`config.mk`:
```
export PLATFORM = sky130hd
export DESIGN_NAME = mem_pipe_bank
export DESIGN_NICKNAME = d
export VERILOG_FILES = /design/src/rtl/mem_pkg.sv /design/src/rtl/mem_rd_pipe.sv /design/src/rtl/mem_pipe_bank.sv
export SDC_FILE = /design/constraint.sdc
export NUM_CORES = 1
export LEC_CHECK = 0
export BUFFER_PORTS_ARGS = -buffer_cell sky130_fd_sc_hd__buf_2
export CORE_ASPECT_RATIO = 0.8
export CORE_MARGIN = 2
export CORE_UTILIZATION = 50
export DETAILED_ROUTE_END_ITERATION = 7
export PLACE_DENSITY = 0.66
export SYNTH_ARGS = -nofsm -noshare
export SYNTH_HDL_FRONTEND = slang
export SYNTH_HIERARCHICAL = 1
export SYNTH_SLANG_ARGS = --single-unit
```
`constraint.sdc`:
```
create_clock -name clk -period 3.3 [get_ports clk]
set_input_delay 0.66 -clock clk [delete_from_list [all_inputs] [get_ports clk]]
set_output_delay 0.66 -clock clk [all_outputs]
set_load 0.1 [all_outputs]
```
`src/rtl/mem_pkg.sv`:
```
// Shared types and constants for the pipelined memory bank.
// Latency: n/a (declarations only).
// Backpressure: n/a.
package mem_pkg;

  typedef enum logic {
    INIT  = 1'b0,
    READY = 1'b1
  } state_t;

  localparam int MAX_READ_LAT = 4;

  function automatic int lane_count(input int data_w);
    return data_w / 8;
  endfunction

endpackage

```
`src/rtl/mem_rd_pipe.sv`:
```
// Read-response delay line carrying {valid, err, data} for READ_LAT stages.
// Latency: READ_LAT cycles from in_valid to out_valid.
// Backpressure: none; one entry per cycle in, one out.
// Ports: clk/rst_ clock and async active-low clear; in_* enter stage 0,
//        out_* come from the last stage. out_data holds its last valid value.
module mem_rd_pipe
  import mem_pkg::*;
#(
  parameter int DATA_W   = 8,
  parameter int READ_LAT = 1
) (
  input  logic              clk,
  input  logic              rst_,
  input  logic              in_valid,
  input  logic              in_err,
  input  logic [DATA_W-1:0] in_data,
  output logic              out_valid,
  output logic              out_err,
  output logic [DATA_W-1:0] out_data
);

  // Out-of-range latency settings are clamped into 1..MAX_READ_LAT.
  localparam int LAT = (READ_LAT < 1) ? 1 :
                       (READ_LAT > MAX_READ_LAT) ? MAX_READ_LAT : READ_LAT;

  logic [LAT-1:0]    vld_q;
  logic [LAT-1:0]    err_q;
  logic [DATA_W-1:0] dat_q [LAT];

  // Data only advances alongside a valid bit, so each stage (and thus
  // out_data) keeps the last real response when bubbles pass through.
  always_ff @(posedge clk or negedge rst_) begin
    if (!rst_) begin
      vld_q <= '0;
      err_q <= '0;
      for (int i = 0; i < LAT; i++) dat_q[i] <= '0;
    end else begin
      vld_q[0] <= in_valid;
      err_q[0] <= in_valid & in_err;
      if (in_valid) dat_q[0] <= in_data;
      for (int i = 1; i < LAT; i++) begin
        vld_q[i] <= vld_q[i-1];
        err_q[i] <= err_q[i-1];
        if (vld_q[i-1]) dat_q[i] <= dat_q[i-1];
      end
    end
  end

  assign out_valid = vld_q[LAT-1];
  assign out_err   = err_q[LAT-1];
  assign out_data  = dat_q[LAT-1];

endmodule

```
`src/rtl/mem_pipe_bank.sv`:
```
// Single-port synchronous memory with byte-lane writes and pipelined reads.
// Latency: reads respond READ_LAT cycles after acceptance; writes land at the accepting edge.
// Backpressure: req_ready is low only during INIT; in READY one request per cycle, never stalled.
// Ports: req_valid/req_ready handshake with req_write, addr, data_in, wmask;
//        rsp_valid/data_out read response; err out-of-range pulse; init_done when READY.
module mem_pipe_bank
  import mem_pkg::*;
#(
  parameter int DATA_W         = 8,
  parameter int ADDR_W         = 5,
  parameter int DEPTH          = 32,
  parameter int READ_LAT       = 1,
  parameter int CLEAR_ON_RESET = 1
) (
  input  logic                        clk,
  input  logic                        rst_,
  input  logic                        req_valid,
  output logic                        req_ready,
  input  logic                        req_write,
  input  logic [ADDR_W-1:0]           addr,
  input  logic [DATA_W-1:0]           data_in,
  input  logic [lane_count(DATA_W)-1:0] wmask,
  output logic                        rsp_valid,
  output logic [DATA_W-1:0]           data_out,
  output logic                        err,
  output logic                        init_done
);

  localparam int              LANES   = lane_count(DATA_W);
  localparam logic [ADDR_W:0] DEPTH_L = (ADDR_W+1)'(DEPTH);
  localparam logic [ADDR_W:0] LAST_L  = (ADDR_W+1)'(DEPTH - 1);

  logic [DATA_W-1:0] mem [DEPTH];

  state_t          state_q, state_d;
  logic [ADDR_W:0] clr_cnt_q, clr_cnt_d;
  logic            clr_we;
  logic            accept, in_range, wr_en, rd_en;
  logic [DATA_W-1:0] rd_data;
  logic            wr_err_q;
  logic            pipe_err;

  assign accept   = req_valid && req_ready;
  assign in_range = {1'b0, addr} < DEPTH_L;
  assign wr_en    = accept && req_write && in_range;
  assign rd_en    = accept && !req_write;
  // Out-of-range reads return zero rather than whatever aliases in the array.
  assign rd_data  = in_range ? mem[addr] : '0;

  // FSM: INIT (optional zeroing sweep) -> READY.
  always_ff @(posedge clk or negedge rst_) begin
    if (!rst_) begin
      state_q   <= INIT;
      clr_cnt_q <= '0;
    end else begin
      state_q   <= state_d;
      clr_cnt_q <= clr_cnt_d;
    end
  end

  always_comb begin
    state_d   = state_q;
    clr_cnt_d = clr_cnt_q;
    clr_we    = 1'b0;
    case (state_q)
      INIT: begin
        if (CLEAR_ON_RESET != 0) begin
          clr_we = 1'b1;
          if (clr_cnt_q == LAST_L) begin
            state_d   = READY;
            clr_cnt_d = '0;
          end else begin
            clr_cnt_d = clr_cnt_q + 1'b1;
          end
        end else begin
          state_d = READY;
        end
      end
      READY:   state_d = READY;
      default: state_d = INIT;
    endcase
  end

  assign req_ready = (state_q == READY);
  assign init_done = (state_q == READY);

  // Array has no reset; the sweep and accepted writes are its only writers,
  // and they are mutually exclusive because requests are refused in INIT.
  always_ff @(posedge clk) begin
    if (clr_we) begin
      mem[clr_cnt_q[ADDR_W-1:0]] <= '0;
    end else if (wr_en) begin
      for (int i = 0; i < LANES; i++) begin
        if (wmask[i]) mem[addr][8*i +: 8] <= data_in[8*i +: 8];
      end
    end
  end

  // Rejected writes flag err one cycle after acceptance.
  always_ff @(posedge clk or negedge rst_) begin
    if (!rst_) wr_err_q <= 1'b0;
    else       wr_err_q <= accept && req_write && !in_range;
  end

  mem_rd_pipe #(
    .DATA_W   (DATA_W),
    .READ_LAT (READ_LAT)
  ) u_rd_pipe (
    .clk       (clk),
    .rst_      (rst_),
    .in_valid  (rd_en),
    .in_err    (!in_range),
    .in_data   (rd_data),
    .out_valid (rsp_valid),
    .out_err   (pipe_err),
    .out_data  (data_out)
  );

  assign err = pipe_err | wr_err_q;

endmodule

```
==> results.toml, run 1 <==
[placed_design]
hpwl_mm = 15.23
io_buffers = 29
place_congestion = 0.8460

[timing]
timing.final.crit_share_pct = 84.09
rsz0062_at_grt = "no"
setup_viol = 0
tns_ps = 0
hold_viol = 0
worstMarginPinSlew_ps = 1034
maxSlewViolCount = 0
max_freq_mhz = 360.4
fin_skew_ps = 11.47
relSlewSlack_pct = 31.05
post-route-min-period_ps = 2775

[detailed_routing]
route.met2.wl_mm = 10.15
vias = 5201
postRouteAntennaNets = 0
wl_mm = 23.74
drc = 0
highest_layer = "met4"
first_pass_iters = 5
post_drt_wl_per_cell_um = 27.99
viasPerCell = 6.133
drt-met1-wl_mm = 10.67
met3_length_mm = 2.416
drt_iter0_drc = 682

[logic_synthesis]
synth.yosys.warnings = 6
synthCells = 483
ys_types = 36
syn_area_per_cell_um2 = 22.25
yosysSeqAreaShare_pct = 75.47
ys_ff_latch = 273
synth_fp_nets = 502
syn_area_mm2 = 0.01075

[cts]
numClockSinks = 273
post-cts-setup-buffer-count = 0
cts_resized = 0
clk_path_buf_depth = 3
clk_pin_slew_worst_paths_ps = 60
clock_latency_ps = 530
ctsHoldBuffers = 0
htreeDepth = 1
cts_made_buffers = 27
root_buffer = "clkbuf_16"
cts_tree = "done"

[pwr]
combPwrFrac_pct = 4.4
clkPwrFrac_pct = 43.3
finalPower_w = 0.007225
p_leak_nw = 4.734
p_sw_share_pct = 19.98
p_int_w = 0.005781
p_sw_w = 0.001443
vdd_ir_drop_max_mv = 0.4651
powerDensity_mw_per_mm2 = 582.6
p_seq_share_pct = 52.3

[worst_hold_path]
hold_class = "in2async"

[cells_and_area]
nets = 578
antenna_cells = 0
multi_input_area_mm2 = 0.002505
ff_latch_area_mm2 = 0.008113
nFillCells = 1444
syn2layout_area_growth_pct = 15.36
drive_gt1_share_pct = 36.61

[critical_path]
critPathKind = "reg2reg"
worst-path-max-fanout = 8
worstPathRequired_ps = 3450
cp-end-kind = "register"
worstPathCellList = "nand4_1, mux2i_1, nand3_1, nor2_1"
max_stage_delay_ps = 800
cpMaxStageDelayCell = "nor2_1"
cp_num_buf_inv = 0
cp_data_arrival_time_ps = 2920
cpLargestDelayFamily = "simple AND/OR/NAND/NOR gates"
crit_path_start_kind = "register"

[floorplanning]
row_count = 47
io_pins = 30
die_area_mm2 = 0.02269
core_area_mm2 = 0.02088
start_util_pct = 51.49
dieWidth_um = 167.9
die_h_um = 135.1

[global_routing]
grt-ovfl-total = 0
grt_pass1_wl_mm = 35.37
antenna_found_initial = 0
grt_max_degree = 33
grt.total_usage_pct = 21.79
grt_pass1_vias = 5222

[run]
drv_cap = 0

[status]
status = "completed"
==> per-stage QoR <==
step	util, %	setup WS, ps	hold WS, ps	instances	area, um^2
3_5_place_dp	55.01	187.2	500.5	799	11480
3_3_place_gp	55.01	264.9	492.7	799	11480
5_1_grt	59.40	372.0	122.0	848	12400
4_1_cts	59.40	566.3	121.8	848	12400
2_1_floorplan	-	412.4	364.4	483	10750
6_report	59.40	525.0	88.57	848	12400
==> routing by layer <==
| metal | vias to the layer above | track usage (%) |
|---|---|---|
| met3 | 38 | 4.791 |
| met4 | 0 | 4.734 |
| met2 | 275 | 30.90 |
| li1 | 2167 | - |
| met5 | - | 0 |
| met1 | 2721 | 35.16 |
==> layout by cell type (no fill, tap or decap), types with 4 or more instances in the layout <==
cell / synthesis / layout
mux2_4: 8 / 8
nor2_1: 38 / 38
clkinv_1: 0 / 4
mux2_2: 12 / 12
nand3_1: 9 / 9
and2_1: 8 / 8
clkbuf_1: 15 / 5
clkbuf_16: 0 / 27
edfxtp_1: 256 / 256
buf_12: 0 / 5
clkbuf_8: 0 / 4
buf_4: 1 / 38
dfrtp_1: 17 / 17
mux4_2: 80 / 80
nand2_1: 4 / 4
buf_2: 3 / 28
bufinv_16: 0 / 4
==> Yosys cell counts <==
cell | number | share of area (%)
dfrtp_1 | 17 | 4.0
a31oi_1 | 1 | 0.058
buf_6 | 4 | 0.42
nand4_1 | 1 | 0.058
a22oi_1 | 1 | 0.070
nor3b_1 | 1 | 0.070
buf_4 | 1 | 0.070
buf_1 | 1 | 0.035
nand3_1 | 9 | 0.42
mux4_2 | 80 | 17
and3_1 | 1 | 0.058
nand4b_1 | 1 | 0.081
and2_1 | 8 | 0.47
a21o_1 | 1 | 0.070
nand2b_1 | 1 | 0.058
nand2_1 | 4 | 0.14
buf_2 | 3 | 0.14
ha_1 | 1 | 0.12
and2_2 | 1 | 0.070
mux2i_1 | 3 | 0.28
edfxtp_1 | 256 | 72
or3_1 | 1 | 0.058
o32a_1 | 1 | 0.093
conb_1 | 1 | 0.035
inv_1 | 1 | 0.035
clkbuf_1 | 15 | 0.52
o21bai_1 | 1 | 0.070
nor3_1 | 3 | 0.14
and4_1 | 1 | 0.081
nor2_1 | 38 | 1.3
or2_1 | 1 | 0.058
xnor2_1 | 2 | 0.16
mux2_4 | 8 | 1.1
a22o_1 | 1 | 0.081
mux2_2 | 12 | 1.3
o21ai_1 | 1 | 0.047
==> power groups by stage <==
| stage | Combinational (W) | Clock (W) | Sequential, W |
|---|---|---|---|
| 2_1_floorplan | 0.000154 | 0 | 0.00391 |
| 3_3_place_gp | 0.000314 | 0 | 0.00385 |
| 3_5_place_dp | 0.000319 | 0 | 0.00385 |
| 4_1_cts | 0.000320 | 0.00318 | 0.00378 |
| 5_1_grt | 0.000333 | 0.00332 | 0.00378 |
| 6_report | 0.000316 | 0.00313 | 0.00378 |
==> worst paths after layout <==
check	from	cells after the start	slack, ps	end
min	rst_	1	90	u_rd_pipe/out_data[1]
min in group clk	clr_cnt_q[5]	1	520	clr_cnt_q[5]
max in group asynchronous	rst_	1	2860	clr_cnt_q[2]
min reg2reg	clr_cnt_q[5]	1	520	clr_cnt_q[5]
max	init_done	4	530	mem[16][3]
max reg2reg	init_done	4	530	mem[16][3]
==> kinds of logic after synthesis <==
logic type | Yosys count | synth area share (%)
flip-flops | 273 | 75.47
AND/OR/NAND/NOR | 71 | 3.085
buffers and inverters | 25 | 1.222
XOR/XNOR | 2 | 0.1630
multiplexers | 103 | 19.42
adder cells (fa/ha/maj) | 1 | 0.1164
other | 1 | 0.03489
AO/OA/AOI/OAI | 7 | 0.4890
==> flip-flops by register name, indices dropped and copies added (netlist names) <==
name,cells
u_rd_pipe/out_err,1
u_rd_pipe/out_data,8
mem,256
init_done,1
u_rd_pipe/out_valid,1
clr_cnt_q,6
==> layout make-up <==
type | instances | area share, %
inverter | 1 | 0.03027
timing repair buffer | 71 | 4.238
clock inverter | 13 | 1.352
clock buffer | 36 | 6.044
tap | 269 | 2.714
sequential | 273 | 65.42
multi-input combinational | 185 | 20.20
Note: power is estimated with default switching activity, not from simulation.
==> inputs of run 2 (changes only) <==
- clock period: 3.3 -> 2.9 ns (I/O delays scaled with it)
==> results.toml, run 2 (synthesis gave the netlist of run 1 again) <==
[critical_path]
rr_startpoint = "init_done"
worstPathRequired_ps = 3180
crit_path_start_kind = "register"
worstPathCellList = "nand4_1, nor2_1, a22oi_1, nor2_1, buf_4"
critPathKind = "reg2reg"
cp_num_buf_inv = 1
reg2reg_slack_ps = 530
crit_path_end = "mem[26][2]"
path_common_cell = "nor2_1"
cpLargestDelayFamily = "compound AO/OA/AOI/OAI gates"
regToRegEndpoint = "mem[26][2]"
cp-end-kind = "register"
cp_data_arrival_time_ps = 2650
max_stage_delay_ps = 750
cpMaxStageDelayCell = "a22oi_1"
cp.depth = 5
worstSetupStartpoint = "init_done"
worst-path-max-fanout = 8
r2r_cells = 5

[cts]
cts_resized = 0
htreeDepth = 1
post-cts-setup-buffer-count = 0
cts_made_buffers = 27
cts_tree = "done"
ctsHoldBuffers = 0
clock_latency_ps = 520
numClockSinks = 273
clk_pin_slew_worst_paths_ps = 60
clk_path_buf_depth = 3
root_buffer = "clkbuf_16"

[global_routing]
grt-ovfl-total = 0
grt_max_degree = 33
antenna_found_initial = 0
grt_pass1_vias = 5198
grt_pass1_wl_mm = 34.85
grt.total_usage_pct = 21.41

[floorplanning]
io_pins = 30
start_util_pct = 51.49
row_count = 47
dieWidth_um = 167.9
core_area_mm2 = 0.02088
die_area_mm2 = 0.02269
die_h_um = 135.1

[cells_and_area]
largest_reg_flops = 256
nets = 588
top_register = "mem"
ff_latch_area_mm2 = 0.008113
multi_input_area_mm2 = 0.002505
nFillCells = 1488
final_common_cell = "edfxtp_1"
antenna_cells = 0
syn2layout_area_growth_pct = 14.93
final_cell_mix = "edfxtp_1, mux4_2, buf_4"
drive_gt1_share_pct = 36.16
final_util_pct = 59.18

[timing]
timing.final.crit_share_pct = 81.56
setup_viol = 0
post-route-min-period_ps = 2365
hold_viol = 0
max_freq_mhz = 422.8
maxSlewViolCount = 0
relSlewSlack_pct = 38.78
worstMarginPinSlew_ps = 918.4
fin_skew_ps = 6.923
rsz0062_at_grt = "no"
tns_ps = 0

[detailed_routing]
drc = 0
wl_mm = 23.25
first_pass_iters = 4
drt-met1-wl_mm = 10.63
drt_iter0_drc = 555
highest_layer = "met4"
viasPerCell = 5.990
post_drt_wl_per_cell_um = 27.09
met3_length_mm = 1.905
vias = 5139
route.met2.wl_mm = 10.33
postRouteAntennaNets = 0

[pwr]
powerDensity_mw_per_mm2 = 633.9
p_leak_nw = 4.724
vdd_ir_drop_max_mv = 0.3739

[placed_design]
hpwl_mm = 14.99
place_congestion = 0.8227
io_buffers = 29

[status]
status = "completed"

[run]
drv_cap = 0

[worst_hold_path]
hold_class = "in2async"
run 2: worst min-delay path by stage:
stage	from	cells after the start	to
after floorplan	rst_	0	clr_cnt_q[0]
after global placement	clr_cnt_q[5]	1	clr_cnt_q[5]
after detailed placement	clr_cnt_q[5]	1	clr_cnt_q[5]
after CTS	rst_	1	u_rd_pipe/out_data[7]
after global routing	rst_	1	u_rd_pipe/out_data[7]
final	rst_	1	u_rd_pipe/out_data[7]
run 2: per-stage QoR:
| step | area (um^2) | hold slack (ps) | power [W] | worst slack, ps | std cells |
|---|---|---|---|---|---|
| floorplan | 10750 | 284.4 | 0.004624 | 92.45 | 483 |
| CTS | 12350 | 8.124 | 0.007900 | 624.3 | 858 |
| global route | 12350 | 20.88 | 0.008063 | 459.7 | 858 |
| finish | 12350 | 11.50 | 0.007831 | 534.8 | 858 |
| detailed placement | 11560 | 507.5 | 0.004740 | 92.64 | 809 |
| global placement | 11560 | 486.7 | 0.004734 | 97.31 | 809 |
run 2: worst reg2reg max path, cell delays in order (launching register included):
cell,delay (ps)
dfrtp_1,380
nand4_1,410
nor2_1,100
a22oi_1,750
nor2_1,240
buf_4,240
run 2: area by class of cell:
type	count	share of cell area, %
clock inverter	11	0.6380
sequential	273	65.67
clock buffer	38	5.803
multi-input combinational	185	20.28
tap	269	2.724
inverter	1	0.03038
timing repair buffer	81	4.861
run 2: report_power, final:
group          switching, W  total, W  internal [W]
Combinational      0.000228  0.000354      0.000125
Sequential        0.0000124   0.00430       0.00429
Clock               0.00137   0.00318       0.00181
run 2: routing by layer:
metal  track usage (%)  vias up
met5                 0        -
met4             4.106        0
met3             4.353       29
met2             30.97      195
met1             34.46     2737
li1                  -     2178
==> inputs of run 3 (changes only) <==
- PLACE_DENSITY: 0.66 -> 0.69
- clock period: 2.9 -> 2.1 ns (I/O delays scaled with it)
==> results.toml, run 3 (synthesis gave the netlist of run 1 again) <==
[status]
status = "finished, violations left"
violations = "negative setup slack"

[detailed_routing]
post_drt_wl_per_cell_um = 27.25
postRouteAntennaNets = 0
highest_layer = "met4"
drc = 0
route.met2.wl_mm = 10.79
met3_length_mm = 2.264
first_pass_iters = 5
wl_mm = 23.82
drt_iter0_drc = 559
viasPerCell = 6.046
drt-met1-wl_mm = 10.25
vias = 5284

[cells_and_area]
nets = 604
antenna_cells = 0
top_register = "mem"
final_common_cell = "edfxtp_1"
final_cell_mix = "edfxtp_1, mux4_2, buf_4"
nFillCells = 1396
syn2layout_area_growth_pct = 19.52
finalNonFillerCells = 874
drive_gt1_share_pct = 43.31
final_util_pct = 61.54
largest_reg_flops = 256

[placed_design]
io_buffers = 29
hpwl_mm = 15.56
place_congestion = 0.7972
placedCellCount = 823

[run]
drv_cap = 0

[global_routing]
grt_pass1_wl_mm = 35.49
grt_max_degree = 33
grt_pass1_vias = 5341
grt.total_usage_pct = 21.92
grt-ovfl-total = 0
antenna_found_initial = 0

[cts]
htreeDepth = 1
cts_tree = "done"
cts_made_buffers = 26
numClockSinks = 273
root_buffer = "clkbuf_16"
clk_path_buf_depth = 3
clock_latency_ps = 530
clk_pin_slew_worst_paths_ps = 60

[worst_hold_path]
whs_endpoint = "u_rd_pipe/out_valid"
hold_path_depth = 2
hold_class = "in2reg"
hold_start = "req_write"

[floorplanning]
start_util_pct = 51.49
io_pins = 30
die_h_um = 135.1
core_area_mm2 = 0.02088
die_area_mm2 = 0.02269
dieWidth_um = 167.9
row_count = 47

[timing]
max_freq_mhz = 475.4
relSlewSlack_pct = 56.83
hold_viol = 0
timing.final.crit_share_pct = 100.2
fin_skew_ps = 23.58
setup_ws_ps = -3.333
post-route-min-period_ps = 2103
rsz0062_at_grt = "yes"
worstMarginPinSlew_ps = 646.8
maxSlewViolCount = 0
setup_viol = 1
fin_hold_ws_ps = 106.3

[critical_path]
cp-end-kind = "register"
worst-path-max-fanout = 1
cp_data_arrival_time_ps = 2500
reg2reg_slack_ps = -3
critPathKind = "reg2reg"
rr_startpoint = "mem[29][2]"
crit_path_start_kind = "register"
r2r_cells = 4
regToRegEndpoint = "u_rd_pipe/out_data[2]"
worstPathRequired_ps = 2500

[pwr]
powerDensity_mw_per_mm2 = 882.3
p_leak_nw = 4.894
vdd_ir_drop_max_mv = 0.7240
-- run 3: cell count changes in the layout (fill, tap and decap cells not counted), moves of 5 or more --
cell	delta
buf_12	+7
nor2_4	+6
nor2_2	+13
buf_4	+5
nor2_1	-19
clkbuf_1	-6
-- run 3: final cells by class --
class                           instances  area (um^2)  area share (%)
Sequential cell                       273         8117           63.18
Multi-Input combinational cell        185         2656           20.68
Timing Repair Buffer                   98        833.3           6.486
Clock buffer                           33        696.9           5.425
Tap cell                              269        336.6           2.620
Clock inverter                         15        203.9           1.587
Inverter                                1        3.754         0.02922
-- run 3: per-stage QoR --
stage / TNS, ps / total power (W) / worst slack [ps] / area [um^2]
floorplan: -52280 / 0.006404 / -290.4 / 10900
global placement: -13000 / 0.006562 / -522.7 / 11830
detailed placement: -14120 / 0.006569 / -524.8 / 11830
CTS: -133.3 / 0.01141 / -23.67 / 12750
global route: -39.56 / 0.01165 / -17.37 / 12850
finish: -3.333 / 0.01133 / -3.333 / 12850
-- run 3: worst max path at each step --
stage | from | end | slack, ps | cells after the start
floorplan | addr[0] | u_rd_pipe/out_data[0] | -290 | 7
global placement | addr[0] | u_rd_pipe/out_data[1] | -520 | 6
detailed placement | addr[0] | u_rd_pipe/out_data[7] | -520 | 6
CTS | init_done | mem[8][6] | -20 | 7
global route | mem[29][2] | u_rd_pipe/out_data[2] | -20 | 4
finish | mem[29][2] | u_rd_pipe/out_data[2] | -3 | 4
-- run 3: layer usage --
metal / global-route usage [%] / vias to the layer above
met5: 0 / -
met4: 5.121 / 0
met3: 5.726 / 33
met2: 32.51 / 220
met1: 33.28 / 2811
li1: - / 2220
-- run 3: timing repair --
item                                    4_1_cts  5_1_grt
setup buffers                                 0        2
hold endpoints to repair                     17        0
gates resized for setup                       3       14
pin swaps                                     0        3
endpoints found under the setup margin       63      154
hold buffers                                  1        0
-- run 3: report_power, final --
part / leakage [nW] / internal [W] / total, W / switching (W)
Clock: 0.439 / 0.00296 / 0.00487 / 0.00192
Combinational: 1.36 / 0.000194 / 0.000529 / 0.000334
Sequential: 3.10 / 0.00592 / 0.00593 / 0.0000121
Total: 4.89 / 0.00907 / 0.0113 / 0.00226
-- run 3: worst max-delay path, stage by stage, from the launching register on --
cell	delay (ps)
edfxtp_1	370
mux4_2	530
mux4_2	540
mux2_4	280
mux2_4	250
